<file path="src/rtl/hs32_decode_pkg.sv">
// Shared definitions for the hs32 decode stage: format codes, prefix nibbles,
// the normalised field bundle and the combinational word decoder.
package hs32_decode_pkg;

  typedef enum logic [2:0] {
    FMT_IMM16   = 3'd0,
    FMT_SHIFT   = 3'd1,
    FMT_IMM24   = 3'd2,
    FMT_REG     = 3'd3,
    FMT_JUMP    = 3'd4,
    FMT_ILLEGAL = 3'd7
  } fmt_e;

  localparam logic [3:0] PFX_IMM16 = 4'h0;
  localparam logic [3:0] PFX_SHIFT = 4'h1;
  localparam logic [3:0] PFX_IMM24 = 4'h2;
  localparam logic [3:0] PFX_REG   = 4'h3;
  localparam logic [3:0] PFX_JUMP  = 4'h4;

  localparam int BUNDLE_W = 68;

  typedef struct packed {
    fmt_e        fmt;
    logic [3:0]  aluop;
    logic [3:0]  regdst;
    logic [3:0]  regsrc;
    logic [3:0]  regopd;
    logic [31:0] imm;
    logic [4:0]  shamt;
    logic [11:0] ctlsig;
  } bundle_t;

  // Fields a format does not use are left at zero so execute never sees stale bits.
  function automatic bundle_t decode_word(input logic [31:0] w);
    bundle_t b;
    b = '0;
    case (w[31:28])
      PFX_IMM16: begin
        b.fmt    = FMT_IMM16;
        b.aluop  = w[27:24];
        b.regdst = w[23:20];
        b.regsrc = w[19:16];
        b.imm    = {16'h0000, w[15:0]};
      end
      PFX_SHIFT: begin
        b.fmt    = FMT_SHIFT;
        b.aluop  = w[27:24];
        b.regdst = w[23:20];
        b.regsrc = w[19:16];
        b.regopd = w[15:12];
        b.shamt  = w[11:7];
        b.ctlsig = {5'b0, w[6:0]};
      end
      PFX_IMM24: begin
        b.fmt    = FMT_IMM24;
        b.ctlsig = {8'b0, w[27:24]};
        b.imm    = {8'h00, w[23:0]};
      end
      PFX_REG: begin
        b.fmt    = FMT_REG;
        b.aluop  = w[27:24];
        b.regdst = w[23:20];
        b.regsrc = w[19:16];
        b.regopd = w[15:12];
        b.ctlsig = w[11:0];
      end
      PFX_JUMP: begin
        b.fmt    = FMT_JUMP;
        b.ctlsig = {8'b0, w[27:24]};
        b.regdst = w[23:20];
        b.aluop  = w[19:16];
        b.imm    = {{16{w[15]}}, w[15:0]};
      end
      default: begin
        b.fmt = FMT_ILLEGAL;
        b.imm = w;
      end
    endcase
    return b;
  endfunction

endpackage

</file>
<file path="src/rtl/hs32_decode_fifo.sv">
// Generic DEPTH x W synchronous FIFO with occupancy count and clear.
// Head output reads zero while empty; no write-to-read bypass.
module hs32_decode_fifo #(
  parameter int DEPTH = 2,
  parameter int W     = 68,
  parameter int CNTW  = $clog2(DEPTH + 1)
) (
  input  logic            clk,
  input  logic            reset,
  input  logic            clr,
  input  logic            push,
  input  logic            pop,
  input  logic [W-1:0]    din,
  output logic [W-1:0]    dout,
  output logic [CNTW-1:0] count
);

  localparam int PW = (DEPTH > 1) ? $clog2(DEPTH) : 1;

  logic [W-1:0]    r_mem [DEPTH];
  logic [PW-1:0]   r_wr;
  logic [PW-1:0]   r_rd;
  logic [CNTW-1:0] r_count;

  // Pointers wrap modulo DEPTH, which need not be a power of two.
  function automatic logic [PW-1:0] next_ptr(input logic [PW-1:0] p);
    return (p == PW'(DEPTH - 1)) ? '0 : p + 1'b1;
  endfunction

  always_ff @(posedge clk) begin
    if (!reset) begin
      r_wr    <= '0;
      r_rd    <= '0;
      r_count <= '0;
    end else if (clr) begin
      r_wr    <= '0;
      r_rd    <= '0;
      r_count <= '0;
    end else begin
      if (push) r_wr <= next_ptr(r_wr);
      if (pop)  r_rd <= next_ptr(r_rd);
      if (push && !pop)      r_count <= r_count + 1'b1;
      else if (pop && !push) r_count <= r_count - 1'b1;
    end
  end

  always_ff @(posedge clk) begin
    if (reset && !clr && push) r_mem[r_wr] <= din;
  end

  assign dout  = (r_count != '0) ? r_mem[r_rd] : '0;
  assign count = r_count;

endmodule

</file>
<file path="src/rtl/hs32_decode_q.sv">
// hs32 decode stage: classifies fetch words and queues normalised bundles for execute.
// Optional macro HS32_DECODE_ILLEGAL_TRAP_EN: queue illegal words as fmt=7 instead of dropping them.
module hs32_decode_q
  import hs32_decode_pkg::*;
#(
  parameter int DEPTH = 2,
  parameter int CNTW  = $clog2(DEPTH + 1)
) (
  input  logic            clk,
  input  logic            reset,
  input  logic            flush,
  input  logic [31:0]     instd,
  input  logic            valid_i,
  output logic            ready_o,
  output logic            valid_o,
  input  logic            ready_i,
  output logic [2:0]      fmt,
  output logic [3:0]      aluop,
  output logic [3:0]      regdst,
  output logic [3:0]      regsrc,
  output logic [3:0]      regopd,
  output logic [31:0]     imm,
  output logic [4:0]      shamt,
  output logic [11:0]     ctlsig,
  output logic [CNTW-1:0] count
);

  bundle_t               w_dec;
  bundle_t               w_head;
  logic [BUNDLE_W-1:0]   w_dout;
  logic [CNTW-1:0]       w_count;
  logic                  w_dequeue;
  logic                  w_accept;
  logic                  w_keep;
  logic                  w_push;
  logic                  w_pop;

  assign w_dec = decode_word(instd);

`ifdef HS32_DECODE_ILLEGAL_TRAP_EN
  assign w_keep = 1'b1;
`else
  assign w_keep = (w_dec.fmt != FMT_ILLEGAL);
`endif

  // A full queue can still accept when the head leaves in the same cycle.
  assign valid_o   = (w_count != '0);
  assign w_dequeue = valid_o && ready_i;
  assign ready_o   = (w_count != CNTW'(DEPTH)) || w_dequeue;
  assign w_accept  = valid_i && ready_o;
  assign w_push    = w_accept && w_keep && !flush;
  assign w_pop     = w_dequeue && !flush;

  hs32_decode_fifo #(
    .DEPTH (DEPTH),
    .W     (BUNDLE_W),
    .CNTW  (CNTW)
  ) u_fifo (
    .clk   (clk),
    .reset (reset),
    .clr   (flush),
    .push  (w_push),
    .pop   (w_pop),
    .din   (w_dec),
    .dout  (w_dout),
    .count (w_count)
  );

  assign w_head = bundle_t'(w_dout);
  assign fmt    = w_head.fmt;
  assign aluop  = w_head.aluop;
  assign regdst = w_head.regdst;
  assign regsrc = w_head.regsrc;
  assign regopd = w_head.regopd;
  assign imm    = w_head.imm;
  assign shamt  = w_head.shamt;
  assign ctlsig = w_head.ctlsig;
  assign count  = w_count;

endmodule

</file>
<file path="config.mk">
export PLATFORM = sky130hd
export DESIGN_NAME = hs32_decode_q
export DESIGN_NICKNAME = d
export VERILOG_FILES = /design/src/rtl/hs32_decode_pkg.sv /design/src/rtl/hs32_decode_fifo.sv /design/src/rtl/hs32_decode_q.sv
export SDC_FILE = /design/constraint.sdc
export NUM_CORES = 1
export LEC_CHECK = 0
export CORE_MARGIN = 2
export CORE_UTILIZATION = 25
export CTS_CLUSTER_DIAMETER = 150
export DETAILED_ROUTE_END_ITERATION = 6
export HOLD_SLACK_MARGIN = 0.15
export PLACE_DENSITY = 0.56
export SLEW_MARGIN = 30
export SYNTH_ARGS = -nofsm -noshare
export SYNTH_HDL_FRONTEND = slang
export SYNTH_SLANG_ARGS = --single-unit
</file>
<file path="constraint.sdc">
create_clock -name clk -period 5.8 [get_ports clk]
set_input_delay 0.58 -clock clk [delete_from_list [all_inputs] [get_ports clk]]
set_output_delay 0.58 -clock clk [all_outputs]
set_load 0.1 [all_outputs]
</file>
==> metrics, run 1 <==
fin nets 571; pwr dens 292 mW/mm^2; RSZ-0062 raised after global routing false; final setup violation count 0; antenna fix cells 0; worst reg2reg path depth 4; final wirelength 14100 um; Max Transition Viols Final 0; largest net degree at the start of global routing 69; total track usage 0.112; synth cell count leaders edfxtp_1, nor2_1, mux2i_1; status completed; Remaining DRCs 0; Core Region 0.0242 sq mm; port buffer count 108; critical path arrival 3.30 ns; Initial Utilization 0.253; Mean Syn Cell Area 14.3 sq um; Tightest Pin Transition 1.00 ns; slew margin rel. 0.329; hold_ws 0.504 ns; Die Area 0.0258 sq mm; Die Wd 161 um; Async SR Flop Fraction 0; Crit-path slowest cell clkdlybuf4s50_1; DR vias 3624; final hold violation count 0; Via density 4.17; Crit Path Max Fanout 44; crit end category output pin; setup total negative slack 0 ns; EDFF count, synth 136; # rows 57; num ports 109; Routed WL per cell 16.2 um; maximum vdd drop 188 uV; Synth Flop Type edfxtp_1; Worst Path Required 5.22 ns; Tcrit/Tclk final 0.668; initial antenna violation count 0; Post-CTS Resized 0; Clk pin slew, worst setup/hold paths 0.05 ns; Seq/Total Area, Yosys 0.681; most area-hungry cell type in the Yosys netlist edfxtp_1; synth top area cells edfxtp_1, mux2i_1, nor2_1, a21o_1, and2_1; mapped cell area 0.00614 sq mm; total grt overflow 0; skew final 0.00505 ns; top-count cell post-synth edfxtp_1; vias in the first global route 3714; H-tree Lvls 4; #FFs+latches synth 141; Die Y-Extent 161 um; fin crit period 3.88 ns; post-synth top area share 0.665; Synth Warn # 0; antenna viol nets, final 0; first-pass GRT wire length 21600 um; Max stage delay on crit path 1.14 ns; critical path class flip-flop to output pin; layout cell share with drive strength beyond 1 0.0844; Root Buffer clkbuf_16; clk sinks 141; Max Cap Viol 0; DRT iter0 DRCs 194; Hold Crit Depth 2; worst-path cell chain buf_4 > mux2i_1 > nor2_1 > clkdlybuf4s50_1; P&R area growth vs syn 32.1%; drt first pass iters 4; clk_lat worst skew 0.41 ns; hold buffers post-CTS 0; Inserted Clock Buffers 17; gpl congestion 0.728; CTS tree yes; Cell variety after synth 35; syn nets 467; hold crit path type flip-flop to flip-flop; Max clock buf depth 2; Setup crit start kind flip-flop; Static Leak 2.62 nW; Cells after Synth 429; hpwl dp 9420 um; Max Fclk 258 MHz; Post-CTS Setup Bufs 0
per-layer routing:
metal | routed length [um] | vias up | part of all wire | global-route usage
li1 | - | 1763 | - | -
met1 | 6460 | 1756 | 0.46 | 0.145
met2 | 6790 | 96 | 0.48 | 0.183
met3 | 694 | 9 | 0.049 | 0.0328
met4 | 131 | 0 | 0.0093 | 0.0329
met5 | 0 | - | 0 | 0
final timing paths:
kind,slack [ns],start,to
worst max register to register,3.34,u_fifo.count[0],u_fifo.r_mem[0][10]
worst min register to register,0.50,u_fifo.r_rd,flip-flop
worst min-delay path,0.50,u_fifo.r_rd,flip-flop
worst max-delay path,1.92,flip-flop,ctlsig[7]
cell type report:
| class | count | area (sq um) |
|---|---|---|
| well taps | 324 | 405 |
| repair buffers | 112 | 1120 |
| clock inverters | 12 | 148 |
| inverters | 3 | 11.3 |
| multi-input cells | 258 | 1800 |
| flip-flops and latches | 141 | 4190 |
| clock buffers | 19 | 433 |
| fillers | 2406 | 16100 |
cells in the final DEF (no fill, tap or decap), types with 2 or more instances in the layout:
cell type / Yosys / layout
a21o_1: 19 / 19
a21oi_1: 5 / 5
a32oi_1: 4 / 4
and2_1: 20 / 20
and3_1: 6 / 5
buf_4: 8 / 3
bufinv_16: 0 / 3
clkbuf_1: 7 / 2
clkbuf_16: 0 / 17
clkdlybuf4s50_1: 0 / 108
clkinv_2: 0 / 4
clkinv_4: 0 / 3
dfxtp_1: 5 / 4
edfxtp_1: 136 / 136
inv_1: 3 / 3
mux2i_1: 69 / 69
nand2_1: 5 / 5
nand2b_1: 6 / 6
nand3b_1: 5 / 5
nor2_1: 78 / 76
nor2_4: 0 / 2
nor2b_1: 17 / 17
o21ai_0: 2 / 2
or2_1: 2 / 2
or2_2: 3 / 3
xor2_1: 4 / 4
where the power goes:
group	switching (W)	internal [W]
Combinational	0.000120	0.0000606
Sequential	0.00000293	0.00112
Clock	0.000393	0.000670
Total	0.000516	0.00185
state kept, by name, indices dropped and copies added (netlist names), named ones only:
signal and count:
u_fifo.count 2, u_fifo.r_mem 136, u_fifo.r_rd 1, u_fifo.r_wr 1
stage by stage:
step           worst slack, ns  utilization  power, W  instances  area, sq um
6_report                  1.92        0.334   0.00237        869         8110
5_1_grt                   1.70        0.334   0.00245        869         8110
3_3_place_gp              2.25        0.310   0.00132        837         7510
3_5_place_dp              2.17        0.310   0.00133        837         7510
2_1_floorplan            0.704            -   0.00126        429         6140
4_1_cts                   1.88        0.334   0.00239        868         8090
cells by family after synthesis:
kind of cell / Yosys count / share of synthesized area
adders and majority gates: 1 / 0.00204
buffers and inverters: 30 / 0.0287
muxes: 69 / 0.112
DFF: 141 / 0.681
AOI/OAI and AO/OA: 34 / 0.0406
and+or+nand+nor: 150 / 0.129
xor gates and xnor gates: 4 / 0.00571
worst max-delay path, delay by kind of cell (launching register included):
| kind | cells | cell delay, ns |
|---|---|---|
| buf+inv | 2 | 1.66 |
| mux | 1 | 0.18 |
| flops | 1 | 0.85 |
| simple gates | 1 | 0.12 |
(Power assumes the default switching activity.)
==> inputs of run 2 (changes only) <==
--- a/config.mk
+++ b/config.mk
@@ -10,7 +10,7 @@
 export CTS_CLUSTER_DIAMETER = 150
 export DETAILED_ROUTE_END_ITERATION = 6
 export HOLD_SLACK_MARGIN = 0.15
-export PLACE_DENSITY = 0.56
+export PLACE_DENSITY = 0.57
 export SLEW_MARGIN = 30
 export SYNTH_ARGS = -nofsm -noshare
 export SYNTH_HDL_FRONTEND = slang
==> constraint.sdc (replaced) <==
create_clock -name clk -period 3.5 [get_ports clk]
set_input_delay 0.35 -clock clk [delete_from_list [all_inputs] [get_ports clk]]
set_output_delay 0.35 -clock clk [all_outputs]
set_load 0.1 [all_outputs]
==> run 2 against run 1 <==
Design area decreased by 1.2%; sequential share of layout area grew 0.64 points; clock power rose by 67%; cell count grew 0.92%; non-clock buffer count rose by 7; worst hold slack better by 0.019 ns; first-iteration DRC count increased by 16%; clock skew rose by 0.0063 ns; critical endpoint is now ready_o.
==> metrics, run 2 (same netlist as run 1, synthesis figures left out) <==
Initial Utilization 0.253 (unchanged); num ports 109 (unchanged); Remaining DRCs 0 (unchanged); Post-CTS Setup Bufs 0 (unchanged); hold_ws 0.522 ns (+0.0187 ns); Static Leak 2.80 nW (+6.9%); most frequent cells in the layout edfxtp_1, buf_4, nor2_1; Final Instance Count excl. Fillers 877 (+0.92%); Core Region 0.0242 sq mm (unchanged); total grt overflow 0 (unchanged); Root Buffer clkbuf_16; P_int 0.00302 W (+63%); Post-CTS Resized 0 (unchanged); Clk pin slew, worst setup/hold paths 0.06 ns (about the same); fin nets 578 (+1.2%); final setup violation count 0 (unchanged); Tightest Pin Transition 0.969 ns (-0.0341 ns); Routed WL per cell 16.1 um (-0.66%); port buffer count 108 (unchanged); total track usage 0.112 (-0.000210); Placed Area 0.00742 sq mm (-1.2%); skew final 0.0114 ns (+0.00630 ns); crit end category output pin; commonest non-fill, non-tap cell in the layout edfxtp_1; antenna viol nets, final 0 (unchanged); worst-path cell chain or3b_4 > clkdlybuf4s50_1; clk_lat worst skew 0.42 ns (about the same); post-route cell area 0.00801 sq mm (-1.2%); Tcrit/Tclk final 0.748; Crit Path Max Fanout 6 (-86%); DRT iter0 DRCs 225 (+16%); Max stage delay on crit path 0.98 ns (-0.16 ns); Crit-path slowest cell clkdlybuf4s50_1; Inserted Clock Buffers 17 (unchanged); clk sinks 141 (unchanged); hold crit path type flip-flop to flip-flop; # rows 57 (unchanged); antenna fix cells 0 (unchanged); CP delay by family, top buffers and inverters; Die Y-Extent 161 um (unchanged); DR vias 3671 (+1.3%); Sequential Area 0.00419 sq mm (unchanged); final hold violation count 0 (unchanged); critical path buffer and inverter count 1 (-1); first-pass GRT wire length 21600 um (unchanged); drt first pass iters 4 (unchanged); slew margin rel. 0.352 (+0.0228); Fillers 2419 (+0.54%); critical path class flip-flop to output pin; fin crit period 2.62 ns; Die Area 0.0258 sq mm (unchanged); vias in the first global route 3803 (+2.4%); Largest Register u_fifo.r_mem; Via density 4.19 (+0.37%); Max clock buf depth 2 (unchanged); largest net degree at the start of global routing 69 (unchanged); maximum vdd drop 278 uV (+48%); Inst Count DP 845 (+0.96%); critical path arrival 2.27 ns (-1.03 ns); setup total negative slack 0 ns (unchanged); P&R area growth vs syn 30.4%; worst slack at placement 0.759 ns (-1.41 ns); gpl congestion 0.769 (+5.5%); switching share of power 0.232 (+0.0140); post-route worst setup slack 0.882 ns (-1.04 ns); Setup crit start kind flip-flop; initial antenna violation count 0 (unchanged); max reg flops 136 (unchanged); multi-input combinational cell area 0.00180 sq mm (unchanged); Max Cap Viol 0 (unchanged); Worst Path Required 3.15 ns (-2.07 ns); Max Fclk 382 MHz; layout cell share with drive strength beyond 1 0.226 (+0.142); hold buffers post-CTS 0 (unchanged); Max Transition Viols Final 0 (unchanged); hpwl dp 9920 um (+5.3%); status completed; Clock power frac 0.450 (about the same); H-tree Lvls 4 (unchanged); RSZ-0062 raised after global routing false; final wirelength 14100 um (+0.26%); CTS tree yes; pwr dens 490 mW/mm^2 (+68%); register share of total power 0.473 (about the same); combinational fraction of design power 0.076 (about the same); Die Wd 161 um (unchanged); Psw 0.000911 W (+77%)
run 2: cell count changes in the layout (fill, tap and decap cells not counted):
cell,previous run,this run
buf_4,3,78
inv_6,0,4
clkbuf_1,2,1
clkinv_1,1,0
buf_12,1,2
clkdlybuf4s50_1,108,39
bufinv_16,3,2
clkinv_4,3,6
clkinv_2,4,1
run 2: metal layers:
layer	routed length [um]	vias up	global-route usage
met5	0	-	0
met4	197	0	0.0406
met3	871	14	0.0341
met2	6760	119	0.179
met1	6280	1759	0.144
li1	-	1779	-
run 2: area by class of cell:
cell class	count	area share
tap	324	0.0506
timing repair buffer	119	0.127
clock buffer	18	0.0536
sequential	141	0.523
inverter	3	0.00141
clock inverter	14	0.0200
multi-input combinational	258	0.225
run 2: worst reg2reg max path, stage by stage, from the launching register on:
cell and delay, ns:
dfxtp_1 0.48, or3b_4 0.20, nand4b_2 0.17, inv_1 0.13, and3_4 0.43, buf_4 0.30
run 2: final timing paths:
check,slack [ns],cells past startpoint,endpoint,start
worst max-delay path,0.88,2,ready_o,u_fifo.count[1]
worst min-delay path,0.52,2,u_fifo.r_wr,u_fifo.r_wr
worst max register to register,1.47,5,u_fifo.r_mem[1][7],u_fifo.count[0]
worst min register to register,0.52,2,u_fifo.r_wr,u_fifo.r_wr
run 2: stage by stage:
step,utilization,total power (W)
2_1_floorplan,-,0.00209
5_1_grt,0.330,0.00405
3_3_place_gp,0.306,0.00219
4_1_cts,0.330,0.00396
3_5_place_dp,0.306,0.00220
6_report,0.330,0.00393
run 2: power by group through the flow:
stage / combinational (W) / sequential [W] / clock [W]
4_1_cts: 0.000302 / 0.00186 / 0.00180
6_report: 0.000299 / 0.00186 / 0.00177
3_5_place_dp: 0.000301 / 0.00189 / 0
2_1_floorplan: 0.000196 / 0.00190 / 0
5_1_grt: 0.000318 / 0.00186 / 0.00188
3_3_place_gp: 0.000296 / 0.00189 / 0
==> inputs of run 3 (changes only) <==
--- a/config.mk
+++ b/config.mk
@@ -10,7 +10,7 @@
 export CTS_CLUSTER_DIAMETER = 150
 export DETAILED_ROUTE_END_ITERATION = 6
 export HOLD_SLACK_MARGIN = 0.15
-export PLACE_DENSITY = 0.57
+export PLACE_DENSITY = 0.56
 export SLEW_MARGIN = 30
 export SYNTH_ARGS = -nofsm -noshare
 export SYNTH_HDL_FRONTEND = slang
==> constraint.sdc (replaced) <==
create_clock -name clk -period 2.6 [get_ports clk]
set_input_delay 0.26 -clock clk [delete_from_list [all_inputs] [get_ports clk]]
set_output_delay 0.26 -clock clk [all_outputs]
set_load 0.1 [all_outputs]
==> run 3 against run 2 <==
Cell count up 0.34%; worst hold slack worse by 0.0046 ns; power up 39%; combinational power up 46%; clock skew down 0.0062 ns; non-clock buffer count up 2; sequential share of layout area down 3.7 points; setup slack worse by 0.46 ns; register-to-register slack worse by 0.75 ns; clock-buffer cell count unchanged; critical path type unchanged; highest routed layer unchanged.
==> metrics, run 3 (same netlist as run 1, synthesis figures left out) <==
slew margin rel. 0.624 (+0.272); gpl congestion 0.802 (+4.4%); vias in the first global route 3922 (+3.1%); final hold violation count 0 (unchanged); clk_lat worst skew 0.41 ns (about the same); critical path class flip-flop to output pin; Post-CTS Resized 0 (unchanged); first-pass GRT wire length 21100 um (-2.5%); critical path arrival 1.92 ns (-0.35 ns); hpwl dp 9890 um (-0.29%); total track usage 0.108 (-0.00427); hold_ws 0.518 ns (-0.00456 ns); critical path buffer and inverter count 2 (+1); maximum vdd drop 413 uV (+49%); Max clock buf depth 2 (unchanged); status completed; CTS tree yes; setup total negative slack 0 ns (unchanged); register share of total power 0.460 (-0.013); final wirelength 13800 um (-2.2%); DRT iter0 DRCs 221 (-1.8%); Max stage delay on crit path 0.52 ns (-0.46 ns); Remaining DRCs 0 (unchanged); fin nets 580 (+0.35%); worst-path cell chain buf_12 > mux2i_1 > nor2_1 > buf_12; clk sinks 141 (unchanged); Critical R2R Launch u_fifo.count[1]; fin crit period 2.18 ns; Tightest Pin Transition 0.562 ns (-0.407 ns); Via density 4.23 (+1.1%); Top cell by count, worst path buf_12; # rows 57 (unchanged); num ports 109 (unchanged); crit end category output pin; hold path start u_fifo.r_wr; Clock power frac 0.460 (+0.010); Psw 0.00118 W (+29%); Root Buffer clkbuf_16; P&R area growth vs syn 40.8%; Initial Utilization 0.253 (unchanged); P_int 0.00426 W (+41%); RSZ-0062 raised after global routing false; Max Transition Viols Final 0 (unchanged); antenna viol nets, final 0 (unchanged); H-tree Lvls 4 (unchanged); Setup crit start kind flip-flop; final setup violation count 0 (unchanged); Static Leak 2.95 nW (+5.2%); skew final 0.00511 ns (-0.00624 ns); max reg flops 136 (unchanged); Routed WL per cell 15.7 um (-2.5%); Max Cap Viol 0 (unchanged); Inserted Clock Buffers 17 (unchanged); Core Region 0.0242 sq mm (unchanged); hold crit path type flip-flop to flip-flop; Clk pin slew, worst setup/hold paths 0.06 ns (about the same); combinational fraction of design power 0.080 (+0.004); Crit Path Max Fanout 38 (+32); Tcrit/Tclk final 0.837; initial antenna violation count 1 (+1); drt first pass iters 4 (unchanged); Die Area 0.0258 sq mm (unchanged); pwr dens 629 mW/mm^2 (+28%); switching share of power 0.217 (-0.0155); Max Fclk 460 MHz; most frequent cells in the layout edfxtp_1, mux2i_1, nor2_1; CP delay by family, top flip-flops; Largest Register u_fifo.r_mem; total grt overflow 0 (unchanged); largest net degree at the start of global routing 69 (unchanged); Die Y-Extent 161 um (unchanged); post-route cell area 0.00864 sq mm (+7.9%); Placed Area 0.00802 sq mm (+8.0%); port buffer count 108 (unchanged); Worst Path Required 2.34 ns (-0.81 ns); Crit-path slowest cell dfxtp_4; Die Wd 161 um (unchanged); layout cell share with drive strength beyond 1 0.254 (+0.0280); DR vias 3724 (+1.4%); hold buffers post-CTS 0 (unchanged); commonest non-fill, non-tap cell in the layout edfxtp_1; Post-CTS Setup Bufs 0 (unchanged)
==> run 3: final cells by class <==
cell class	instances	area [sq um]
antenna	1	2.50
tap	324	405
clock buffer	18	429
timing repair buffer	121	1570
clock inverter	14	194
multi-input combinational	258	1830
sequential	141	4200
inverter	3	11.3
fill	2341	15600
==> run 3: final timing paths <==
path,endpoint,slack (ns),depth (start not counted)
worst max-delay path,imm[30],0.42,4
worst min-delay path,u_fifo.r_wr,0.52,2
worst max register to register,u_fifo.count[1],0.72,6
worst min register to register,u_fifo.r_wr,0.52,2
==> run 3: metrics by stage <==
stage	instances	utilization	setup slack, ns	total power (W)
after CTS	879	0.356	0.389	0.00550
after floorplan	429	-	0.0122	0.00282
after global placement	847	0.331	0.416	0.00298
after detailed placement	847	0.331	0.398	0.00299
final	880	0.356	0.424	0.00544
after global routing	880	0.356	0.311	0.00560
==> run 3: layer usage <==
layer / routed length [um] / vias up / global-route usage
met4: 178 / 0 / 0.0386
met1: 5940 / 1824 / 0.129
met2: 6900 / 106 / 0.186
met3: 785 / 11 / 0.0300
met5: 0 / - / 0
li1: - / 1783 / -
==> run 3: power groups by stage <==
| stage | combinational [W] | clock [W] | sequential, W |
|---|---|---|---|
| after floorplan | 0.000266 | 0 | 0.00255 |
| after CTS | 0.000441 | 0.00256 | 0.00250 |
| after global placement | 0.000433 | 0 | 0.00255 |
| after global routing | 0.000462 | 0.00264 | 0.00250 |
| after detailed placement | 0.000440 | 0 | 0.00255 |
| final | 0.000437 | 0.00250 | 0.00250 |
==> run 3: tightest hold or removal path, cell delays in order (launching register included) <==
cell	delay, ns
dfxtp_1	0.32
nand3b_1	0.08
mux2i_1	0.07
